## src/rtl/health_alarm_escalator_if.sv

```systemverilog
// Signal bundle between the sensor front end and the alarm escalator.
// The master drives the raw flags and the acknowledge; the slave returns the warning status.
interface health_alarm_escalator_if #(
  parameter int NUM_CHANNELS = 6
) ();
  localparam int CH_W = NUM_CHANNELS > 1 ? $clog2(NUM_CHANNELS) : 1;

  logic [NUM_CHANNELS-1:0] abnormality;
  logic                    acknowledge;
  logic [2:0]              abnormalityWarning;
  logic [CH_W-1:0]         activeChannel;
  logic [NUM_CHANNELS-1:0] alarmLatched;
  logic                    escalated;

  modport master (
    output abnormality, acknowledge,
    input  abnormalityWarning, activeChannel, alarmLatched, escalated
  );

  modport slave (
    input  abnormality, acknowledge,
    output abnormalityWarning, activeChannel, alarmLatched, escalated
  );
endinterface

```

## src/rtl/health_alarm_escalator.sv

```systemverilog
// Persistence-filtered abnormality latching with a severity-coded warning.
// Alarms that go unacknowledged for too long escalate.
//
//  state     | meaning
//  ----------+------------------------------------------------------------
//  IDLE      | nothing latched, warning 0
//  ALARM     | latched channels present, warning = max severity, timer runs
//  ESCALATED | alarm not acknowledged in time, warning 7
module health_alarm_escalator #(
  parameter int NUM_CHANNELS    = 6,
  parameter int PERSIST_CYCLES  = 3,
  parameter int ESCALATE_CYCLES = 16,
  parameter logic [3*NUM_CHANNELS-1:0] CHANNEL_SEVERITY =
    {3'd6, 3'd5, 3'd4, 3'd3, 3'd2, 3'd1}
) (
  input logic clock,
  input logic reset,
  health_alarm_escalator_if.slave bus
);
  localparam int CH_W  = NUM_CHANNELS > 1 ? $clog2(NUM_CHANNELS) : 1;
  localparam int CNT_W = $clog2(PERSIST_CYCLES + 1);
  localparam int TMR_W = $clog2(ESCALATE_CYCLES);

  typedef enum logic [1:0] {IDLE, ALARM, ESCALATED} stateT;

  stateT                   state;
  logic [TMR_W-1:0]        timer;
  logic [CNT_W-1:0]        cnt [NUM_CHANNELS];
  logic [NUM_CHANNELS-1:0] latched;
  logic [2:0]              warnQ;
  logic [CH_W-1:0]         chanQ;
  logic                    escQ;

  logic [NUM_CHANNELS-1:0] qual;
  logic [NUM_CHANNELS-1:0] newSet;
  logic [NUM_CHANNELS-1:0] freshSet;
  logic [NUM_CHANNELS-1:0] clearMask;
  logic [NUM_CHANNELS-1:0] latchNext;
  logic [2:0]              sevNext;
  logic [CH_W-1:0]         idxNext;

  // Severity and winner are taken from the post-update latch set so an ack
  // that drops a channel is reflected on the same edge.
  always_comb begin
    qual      = '0;
    newSet    = '0;
    clearMask = '0;
    for (int i = 0; i < NUM_CHANNELS; i++) begin
      qual[i]      = (cnt[i] == CNT_W'(PERSIST_CYCLES));
      newSet[i]    = bus.abnormality[i] && (cnt[i] == CNT_W'(PERSIST_CYCLES - 1));
      clearMask[i] = bus.acknowledge && !bus.abnormality[i];
    end
    latchNext = (latched & ~clearMask) | newSet;
    freshSet  = newSet & ~latched;
    sevNext   = 3'd0;
    idxNext   = '0;
    for (int i = 0; i < NUM_CHANNELS; i++) begin
      if (latchNext[i] && (CHANNEL_SEVERITY[3*i +: 3] > sevNext)) begin
        sevNext = CHANNEL_SEVERITY[3*i +: 3];
        idxNext = CH_W'(i);
      end
    end
  end

  always_ff @(posedge clock or posedge reset) begin
    if (reset) begin
      state   <= IDLE;
      timer   <= '0;
      latched <= '0;
      warnQ   <= 3'd0;
      chanQ   <= '0;
      escQ    <= 1'b0;
      for (int i = 0; i < NUM_CHANNELS; i++) cnt[i] <= '0;
    end else begin
      for (int i = 0; i < NUM_CHANNELS; i++) begin
        if (!bus.abnormality[i]) cnt[i] <= '0;
        else if (!qual[i])       cnt[i] <= cnt[i] + CNT_W'(1);
      end
      latched <= latchNext;

      case (state)
        IDLE: begin
          if ((latched != '0) && (latchNext != '0)) begin
            state <= ALARM;
            timer <= '0;
            warnQ <= sevNext;
            chanQ <= idxNext;
          end
        end
        ALARM: begin
          if (bus.acknowledge && (latchNext == '0)) begin
            state <= IDLE;
            timer <= '0;
            warnQ <= 3'd0;
            chanQ <= '0;
          end else if (bus.acknowledge || (freshSet != '0)) begin
            timer <= '0;
            warnQ <= sevNext;
            chanQ <= idxNext;
          end else if (timer == TMR_W'(ESCALATE_CYCLES - 1)) begin
            state <= ESCALATED;
            warnQ <= 3'd7;
            escQ  <= 1'b1;
            chanQ <= idxNext;
          end else begin
            timer <= timer + TMR_W'(1);
            warnQ <= sevNext;
            chanQ <= idxNext;
          end
        end
        ESCALATED: begin
          if (bus.acknowledge) begin
            escQ  <= 1'b0;
            timer <= '0;
            if (latchNext == '0) begin
              state <= IDLE;
              warnQ <= 3'd0;
              chanQ <= '0;
            end else begin
              state <= ALARM;
              warnQ <= sevNext;
              chanQ <= idxNext;
            end
          end else begin
            chanQ <= idxNext;
          end
        end
        default: begin
          state <= IDLE;
          timer <= '0;
          warnQ <= 3'd0;
          chanQ <= '0;
          escQ  <= 1'b0;
        end
      endcase
    end
  end

  assign bus.abnormalityWarning = warnQ;
  assign bus.activeChannel      = chanQ;
  assign bus.alarmLatched       = latched;
  assign bus.escalated          = escQ;
endmodule

```

## src/flat_wrapper.sv

```systemverilog
// flat-port wrapper written by rule: the top's interface ports become plain ports
module health_alarm_escalator_flat 
#(
  parameter int NUM_CHANNELS    = 6,
  parameter int PERSIST_CYCLES  = 3,
  parameter int ESCALATE_CYCLES = 16,
  parameter logic [3*NUM_CHANNELS-1:0] CHANNEL_SEVERITY =
    {3'd6, 3'd5, 3'd4, 3'd3, 3'd2, 3'd1}
)
  (clock, reset, bus_abnormality, bus_acknowledge, bus_abnormalityWarning, bus_activeChannel, bus_alarmLatched, bus_escalated);
  health_alarm_escalator_if #(.NUM_CHANNELS(NUM_CHANNELS)) bus_i ();
  input logic clock;
  input logic reset;
  input wire logic [$bits(bus_i.abnormality)-1:0] bus_abnormality;
  input wire logic [$bits(bus_i.acknowledge)-1:0] bus_acknowledge;
  output wire logic [$bits(bus_i.abnormalityWarning)-1:0] bus_abnormalityWarning;
  output wire logic [$bits(bus_i.activeChannel)-1:0] bus_activeChannel;
  output wire logic [$bits(bus_i.alarmLatched)-1:0] bus_alarmLatched;
  output wire logic [$bits(bus_i.escalated)-1:0] bus_escalated;
  assign bus_i.abnormality = bus_abnormality;
  assign bus_i.acknowledge = bus_acknowledge;
  assign bus_abnormalityWarning = bus_i.abnormalityWarning;
  assign bus_activeChannel = bus_i.activeChannel;
  assign bus_alarmLatched = bus_i.alarmLatched;
  assign bus_escalated = bus_i.escalated;
  health_alarm_escalator #(.NUM_CHANNELS(NUM_CHANNELS), .PERSIST_CYCLES(PERSIST_CYCLES), .ESCALATE_CYCLES(ESCALATE_CYCLES), .CHANNEL_SEVERITY(CHANNEL_SEVERITY)) u_core (.clock(clock), .reset(reset), .bus(bus_i));
endmodule
```

## config.mk

```make
export PLATFORM = sky130hd
export DESIGN_NAME = health_alarm_escalator_flat
export DESIGN_NICKNAME = d
export VERILOG_FILES = /design/src/rtl/health_alarm_escalator_if.sv /design/src/rtl/health_alarm_escalator.sv /design/src/flat_wrapper.sv
export SDC_FILE = /design/constraint.sdc
export NUM_CORES = 1
export LEC_CHECK = 0
export ABC_AREA = 1
export CAP_MARGIN = 0
export CORE_MARGIN = 2
export CORE_UTILIZATION = 32
export DETAILED_ROUTE_END_ITERATION = 8
export PLACE_DENSITY = 0.5
export REMOVE_ABC_BUFFERS = 1
export SLEW_MARGIN = 0
export SYNTH_ARGS = -nofsm -noshare
export SYNTH_HDL_FRONTEND = slang
export SYNTH_SLANG_ARGS = --single-unit
```

## constraint.sdc

```tcl
create_clock -name clock -period 3.4 [get_ports clock]
set_input_delay 0.68 -clock clock [delete_from_list [all_inputs] [get_ports clock]]
set_output_delay 0.68 -clock clock [all_outputs]
set_load 0.05 [all_outputs]
```

==> metrics.txt <==
# TYPE chip_impl_metric gauge
chip_impl_info{name="outcome",value="complete, no violations"} 1
chip_impl_metric{name="post_cts_setup_buffer_count",unit=""} 0
chip_impl_metric{name="critical_path_fanout_max",unit=""} 4
chip_impl_metric{name="comb_power_share",unit="%"} 48.9
chip_impl_metric{name="routed-via-count",unit=""} 1417
chip_impl_metric{name="worst_clock_skew",unit="ps"} 1.43
chip_impl_metric{name="ant_nets",unit=""} 0
chip_impl_metric{name="power.share.switching",unit="%"} 46.1
chip_impl_metric{name="placed_cells_incl_taps",unit=""} 317
chip_impl_metric{name="layout-area-overhead-vs-synth",unit="%"} 21.0
chip_impl_metric{name="yosys.area.top_type_share",unit="%"} 43.1
chip_impl_metric{name="place_congestion",unit=""} 0.779
chip_impl_info{name="worst_path_max_delay_cell",value="sky130_fd_sc_hd__clkdlybuf4s50_1"} 1
chip_impl_metric{name="timing.reg2reg.worst_path_depth",unit=""} 12
chip_impl_metric{name="wire_length_of_the_first_global_routing_pass",unit="mm"} 6.42
chip_impl_metric{name="gr_overflow_total",unit=""} 0
chip_impl_metric{name="critical_path_depth",unit=""} 1
chip_impl_metric{name="crit_required",unit="ps"} 2720
chip_impl_info{name="yosys_most_used_dff",value="sky130_fd_sc_hd__dfrtp_1"} 1
chip_impl_metric{name="netlist_instances",unit=""} 224
chip_impl_metric{name="max-slew-margin-rel",unit="%"} 66.3
chip_impl_metric{name="cell_internal_pwr",unit="uW"} 872
chip_impl_metric{name="syn-cell-area",unit="um^2"} 1800
chip_impl_metric{name="initial_utilization",unit="%"} 32.9
chip_impl_metric{name="post-route-drc-count",unit=""} 0
chip_impl_metric{name="reg2reg_slack",unit="ps"} 1730
chip_impl_info{name="cts_tree",value="built"} 1
chip_impl_metric{name="leakage",unit="uW"} 0.00117
chip_impl_info{name="mostFrequentLayoutCell",value="sky130_fd_sc_hd__nand2_1"} 1
chip_impl_info{name="main_area_contributors_after_synthesis",value="sky130_fd_sc_hd__dfrtp_1 (43%), sky130_fd_sc_hd__nand2_1 (10%), sky130_fd_sc_hd__ha_1 (9.0%)"} 1
chip_impl_info{name="critical_path_endpoint_category",value="primary output"} 1
chip_impl_metric{name="nets",unit=""} 274
chip_impl_info{name="layout.cells.most_common_list",value="sky130_fd_sc_hd__nand2_1 (49), sky130_fd_sc_hd__inv_1 (35), sky130_fd_sc_hd__dfrtp_1 (31)"} 1
chip_impl_info{name="critical_path_cell_by_cell",value="clkdlybuf4s50_1"} 1
chip_impl_metric{name="timing_worst_slew_pin_value",unit="ps"} 504
chip_impl_metric{name="max_clock_buf_depth",unit=""} 2
chip_impl_metric{name="wl",unit="mm"} 3.70
chip_impl_metric{name="layout_worst_path_cycle_share",unit="%"} 65.2
chip_impl_metric{name="dpl.hpwl",unit="mm"} 2.76
chip_impl_metric{name="detail_route.iter0.violations",unit=""} 80
chip_impl_metric{name="postSynthAreaPerCell",unit="um^2"} 8.03
chip_impl_metric{name="n_fill_cell",unit=""} 583
chip_impl_metric{name="non_filler_cells_in_the_finished_layout",unit=""} 325
chip_impl_metric{name="worst_skew_pair.late_latency",unit="ps"} 290
chip_impl_metric{name="synth.yosys.warnings",unit=""} 0
chip_impl_info{name="timing.hold.worst.class",value="flop to flop"} 1
chip_impl_metric{name="route.detailed.wl_per_inst",unit="um"} 11.4
chip_impl_metric{name="timing_hold_violations_final",unit=""} 0
chip_impl_metric{name="rows",unit=""} 27
chip_impl_metric{name="cap_viol_max_count",unit=""} 0
chip_impl_metric{name="asyncSetResetFlopFracSynth",unit="%"} 100
chip_impl_metric{name="totalNegativeSetupSlack",unit="ps"} 0
chip_impl_metric{name="maximum_cell_stage_delay_along_the_critical_path",unit="ps"} 830
chip_impl_metric{name="hold_slack",unit="ps"} 483
chip_impl_metric{name="grt.total_usage",unit="%"} 13.1
chip_impl_metric{name="chipWidth",unit="um"} 79.0
chip_impl_info{name="critPathLaunchType",value="flop"} 1
chip_impl_metric{name="vdd.ir_drop.worst",unit="V"} 0.000245
chip_impl_metric{name="vias_in_the_first_global_route",unit=""} 1394
chip_impl_metric{name="crit_buf_inv",unit=""} 1
chip_impl_metric{name="floorplan.die.height",unit="um"} 79.0
chip_impl_info{name="timing.critical_path.to",value="bus_alarmLatched[3]"} 1
chip_impl_info{name="startpoint_of_the_worst_register_to_register_path",value="u_core.cnt[6]"} 1
chip_impl_metric{name="net-switching-power",unit="uW"} 747
chip_impl_metric{name="p_seq_share",unit="%"} 33.5
chip_impl_metric{name="die-area",unit="um^2"} 6240
chip_impl_info{name="clock-root-buffer",value="sky130_fd_sc_hd__clkbuf_8"} 1
chip_impl_info{name="grt_setup_unrepaired",value="false"} 1
chip_impl_metric{name="grt_antenna_before_repair",unit=""} 0
chip_impl_info{name="crit_family",value="buffers and inverters"} 1
chip_impl_metric{name="number_of_synthesized_register_bits",unit=""} 31
chip_impl_metric{name="report.final.slew_viol_count",unit=""} 0
chip_impl_metric{name="htreeDepth",unit=""} 2
chip_impl_info{name="worst_path_class_setup",value="flop to primary output"} 1
chip_impl_info{name="r2r_end",value="u_core.state[0]"} 1
chip_impl_info{name="timing.critical_path.from",value="u_core.bus.alarmLatched[3]"} 1
chip_impl_metric{name="power_density",unit="nW/um^2"} 744
chip_impl_metric{name="io_buffers",unit=""} 21
chip_impl_metric{name="max_freq",unit="MHz"} 451
chip_impl_metric{name="design.portCount",unit=""} 22
chip_impl_metric{name="edff_count_synth",unit=""} 0
chip_impl_metric{name="share_of_the_yosys_chip_area_belonging_to_registers",unit="%"} 43.1
chip_impl_metric{name="grt_max_degree",unit=""} 32
chip_impl_metric{name="crit_arrival",unit="ps"} 1540
chip_impl_metric{name="diodes",unit=""} 0
chip_impl_metric{name="path_clk_slew",unit="ps"} 60
chip_impl_metric{name="cts_hold_repair_buffers",unit=""} 0
chip_impl_metric{name="cts_inserted_buffers",unit=""} 5
chip_impl_metric{name="setup_failing_eps_final",unit=""} 0
chip_impl_metric{name="first_pass_drt_iterations",unit=""} 4
chip_impl_metric{name="cts.repair.resized",unit=""} 0
chip_impl_metric{name="fin_crit",unit="ps"} 2220
chip_impl_info{name="yosys.area.top_type",value="sky130_fd_sc_hd__dfrtp_1"} 1
chip_impl_metric{name="yosysUniqueCellTypes",unit=""} 24
chip_impl_metric{name="core-area",unit="um^2"} 5470
chip_impl_metric{name="pwr-share-clk",unit="%"} 17.7
chip_impl_metric{name="layout-drive-gt1-share",unit="%"} 12.6
chip_impl_metric{name="cts.sink_count",unit=""} 31
chip_impl_metric{name="vias_per_cell",unit=""} 4.36
## how the worst min path moves through the flow
stage	startpoint	endpoint	slack (ps)	depth (start not counted)
after global routing	u_core.bus.escalated	u_core.bus.escalated	510	2
final	u_core.bus.escalated	u_core.bus.escalated	480	2
after detailed placement	u_core.bus.escalated	u_core.bus.escalated	470	2
after floorplan	u_core.cnt[0]	u_core.cnt[0]	460	1
after CTS	u_core.bus.escalated	u_core.bus.escalated	490	2
after global placement	u_core.bus.escalated	u_core.bus.escalated	460	2
## flip-flops by register name, indices dropped and copies added, names as in the netlist
signal,flops
u_core.cnt,12
u_core.bus.alarmLatched,6
u_core.timer,4
u_core.bus.abnormalityWarning,3
u_core.bus.activeChannel,3
u_core.state,2
u_core.bus.escalated,1
## through the flow
step                      area, um^2  setup slack (ps)  total power (uW)  util, %
after global placement          2100              1010              1350     38.3
after detailed placement        2100              1010              1340     38.3
final                           2180              1180              1620     39.8
after floorplan                 1790              1840              1120        -
after global routing            2180              1140              1750     39.8
after CTS                       2180              1170              1640     39.8
## power groups by stage
| stage | registers [uW] | logic, uW | clock network, uW |
|---|---|---|---|
| finish | 542 | 791 | 286 |
| global placement | 552 | 795 | 0 |
| detailed placement | 548 | 793 | 0 |
| floorplan | 695 | 426 | 0 |
| CTS | 543 | 797 | 297 |
| global route | 558 | 875 | 313 |
## logic make-up after synthesis
| kind of cell | after synthesis | synth area share, % |
|---|---|---|
| flops | 31 | 43.1 |
| buf+inv | 40 | 8.76 |
| compound gates | 29 | 9.67 |
| simple gates | 110 | 28.9 |
| xor+xnor | 1 | 0.487 |
| fa+ha+maj | 13 | 9.04 |
## synthesized netlist by cell type, types with 3 or more instances
| cell | count |
|---|---|
| sky130_fd_sc_hd__nand2_1 | 49 |
| sky130_fd_sc_hd__inv_1 | 35 |
| sky130_fd_sc_hd__dfrtp_1 | 31 |
| sky130_fd_sc_hd__nand3_1 | 20 |
| sky130_fd_sc_hd__nor2_1 | 17 |
| sky130_fd_sc_hd__ha_1 | 13 |
| sky130_fd_sc_hd__nand2_2 | 12 |
| sky130_fd_sc_hd__a21oi_1 | 9 |
| sky130_fd_sc_hd__a211oi_1 | 6 |
| sky130_fd_sc_hd__o21ai_0 | 6 |
| sky130_fd_sc_hd__o21ai_1 | 6 |
| sky130_fd_sc_hd__inv_2 | 4 |
| sky130_fd_sc_hd__nand2_4 | 3 |
## area by class of cell
cell class	instances	area, um^2	share of cell area, %
multi-input cells	153	866	39.8
flip-flops and latches	31	776	35.6
repair buffers	22	218	10.0
inverters	39	146	6.72
well taps	72	90.1	4.14
clock buffers	7	76.3	3.51
clock inverters	1	5.00	0.230
## layer usage
| metal | share of wire (%) | track usage, % |
|---|---|---|
| met1 | 53 | 18.2 |
| met2 | 43 | 19.9 |
| met3 | 3.9 | 3.86 |
| met4 | 0.73 | 3.62 |
| met5 | 0 | 0 |
Note: power is estimated with default switching activity, not from simulation.
==> patch, RTL diff (config.mk and constraints unchanged) <==
`NUM_CHANNELS` is set to 6 in 3 places; all go to 7.
--- a/src/rtl/health_alarm_escalator_if.sv
+++ b/src/rtl/health_alarm_escalator_if.sv
@@ -3,3 +3,3 @@
 interface health_alarm_escalator_if #(
-  parameter int NUM_CHANNELS = 6
+  parameter int NUM_CHANNELS = 7
 ) ();
--- a/src/rtl/health_alarm_escalator.sv
+++ b/src/rtl/health_alarm_escalator.sv
@@ -9,3 +9,3 @@
 module health_alarm_escalator #(
-  parameter int NUM_CHANNELS    = 6,
+  parameter int NUM_CHANNELS    = 7,
   parameter int PERSIST_CYCLES  = 3,
--- a/src/flat_wrapper.sv
+++ b/src/flat_wrapper.sv
@@ -3,3 +3,3 @@
 #(
-  parameter int NUM_CHANNELS    = 6,
+  parameter int NUM_CHANNELS    = 7,
   parameter int PERSIST_CYCLES  = 3,
Interface: changed (resized bus_abnormality and bus_alarmLatched); port bits go from 22 to 24. The function was not compared with the original's and may differ.
==> patch against the unedited design <==
Power rose by 9.6%. Combinational power rose by 5.1%. Synthesized area rose by 15%. First-iteration DRC count rose by 45%. Count of clock-buffer cells in the layout did not move. Sequential cell count rose by 3. Global-route usage barely moved. Non-clock buffer count rose by 2. Setup slack improved by 0.018 ns. Synthesized cell count rose by 15%. Design area rose by 15%. Die area rose by 14%. Sequential power rose by 6.6%. Routed wire length rose by 11%. Critical endpoint is now u_core.timer[3].
==> patch: results (changes against the unedited design) <==
The total routing resource utilization after global routing is 0.131 (-0.000263). In this run the critical register-to-register path is captured at u_core.timer[3]. The critical path starts at bus_acknowledge.

The worst register-to-register path begins at u_core.cnt[2]. The fraction of the mapped netlist area in adder cells is 0.0909 (+0.000506). The worst-case vdd ir drop is 0.284 mV (+16%). The met2 routed wirelength came out at 1.90 mm (+20%). The largest clock skew in the final design is 0.00623 ns (+0.00479 ns). The sequential fraction of the synthesis area came out at 0.412 (-0.0190). The synthesized instance count came out at 258 (+15%). The final wirelength is 4.12 mm (+11%).

The worst min-delay path endpoint is u_core.bus.abnormalityWarning[1]. The run finished with clean final reports. The cell total after placement came out at 358 (+13%). The worst path arrival time is 2.37 ns (+0.83 ns). The wire length of the first global-routing pass was 7.60 mm (+18%).

The biggest fanout along the worst timing path is 8 (+4). The largest net degree at the start of global routing came to 35 (+9.4%). By count the netlist is led by 66 x sky130_fd_sc_hd__nand2_1, 46 x sky130_fd_sc_hd__inv_1, 34 x sky130_fd_sc_hd__dfrtp_1. The final RePlAce weighted congestion came out at 0.834 (+7.0%). The reported leakage power came out at 1.35 nW (+16%). The share of final-layout standard cells stronger than drive strength 1 is 0.104 (-0.0227). The largest incremental delay on the critical path came to 0.73 ns (-0.10 ns). The via count of the first global-routing pass came out at 1,680 (+21%). The worst-case hold slack is 0.482 ns (-0.00146 ns). The cell family contributing the most delay on the critical path is simple AND/OR/NAND/NOR gates. Ranked by total cell area, the synthesized netlist is headed by sky130_fd_sc_hd__dfrtp_1 41%, sky130_fd_sc_hd__nand2_1 12%, sky130_fd_sc_hd__ha_1 9.1%. The worst reg-to-reg setup slack is 1.58 ns (-0.15 ns). The transition time of the tightest slew-check pin came out at 0.682 ns (+0.177 ns). The sum of met3 wire segment lengths after detailed routing came out at 151 um (+4.1%). The instance area after placement is 2390 um2 (+14%). The routed metal-1 wirelength came to 2.02 mm (+3.7%).

The wire length per cell came to 11.3 um (-1.0%). The switching share of power is 0.435 (-0.0264). The complex-gate fraction of the synthesized area came out at 0.0976 (+0.000914). The startpoint identified for the worst hold timing path is u_core.bus.abnormalityWarning[1]. The area share of xor/xnor cells in the synthesized design came out at 0.00424 (-0.000625). The flip-flop count of the largest register after layout came out at 14 (+2). The count of input and output buffers was 23 (+9.5%).

The vias after detailed routing is 1,649 (+16%).
patch: kinds of logic (layout without fill, tap and decap cells):
logic type	after synthesis	count (layout)
and+or+nand+nor	129	129
buffers and inverters	48	79
xor gates and xnor gates	1	1
AOI/OAI and AO/OA	31	31
DFF	34	34
adders and majority gates	15	15
patch: worst max-delay path by stage:
stage | end | slack [ns] | depth (start not counted)
2_1_floorplan | u_core.timer[3] | 1.66 | 11
3_3_place_gp | u_core.timer[0] | 0.95 | 12
3_5_place_dp | u_core.timer[3] | 0.91 | 12
4_1_cts | u_core.timer[3] | 1.20 | 12
5_1_grt | u_core.bus.abnormalityWarning[1] | 1.02 | 10
6_report | u_core.timer[3] | 1.20 | 12
patch: power groups by stage:
stage | registers (mW) | clock network (mW) | logic (mW)
floorplan | 0.748 | 0 | 0.446
global placement | 0.590 | 0 | 0.831
detailed placement | 0.588 | 0 | 0.837
CTS | 0.580 | 0.379 | 0.841
global route | 0.595 | 0.398 | 0.934
finish | 0.578 | 0.366 | 0.831
patch: worst reg2reg max path: cells and delay by family (launching register included):
kind | cells | cell delay [ns]
adders and majority gates | 1 | 0.19
buffers and inverters | 2 | 0.20
AOI/OAI and AO/OA | 1 | 0.05
DFF | 1 | 0.39
and+or+nand+nor | 8 | 0.87
patch: cell type report:
cell class              count  area (um2)  area share
well taps                  77        96.3      0.0386
flip-flops and latches     34         851       0.341
repair buffers             24         238      0.0953
clock buffers               7        76.3      0.0306
multi-input cells         176        1020       0.410
clock inverters             1        30.0      0.0120
inverters                  47         179      0.0718
patch: per-layer routing:
layer,vias to the layer above,track usage
met4,0,0.0440
met1,745,0.170
li1,875,-
met3,4,0.0295
met2,25,0.216
met5,-,0
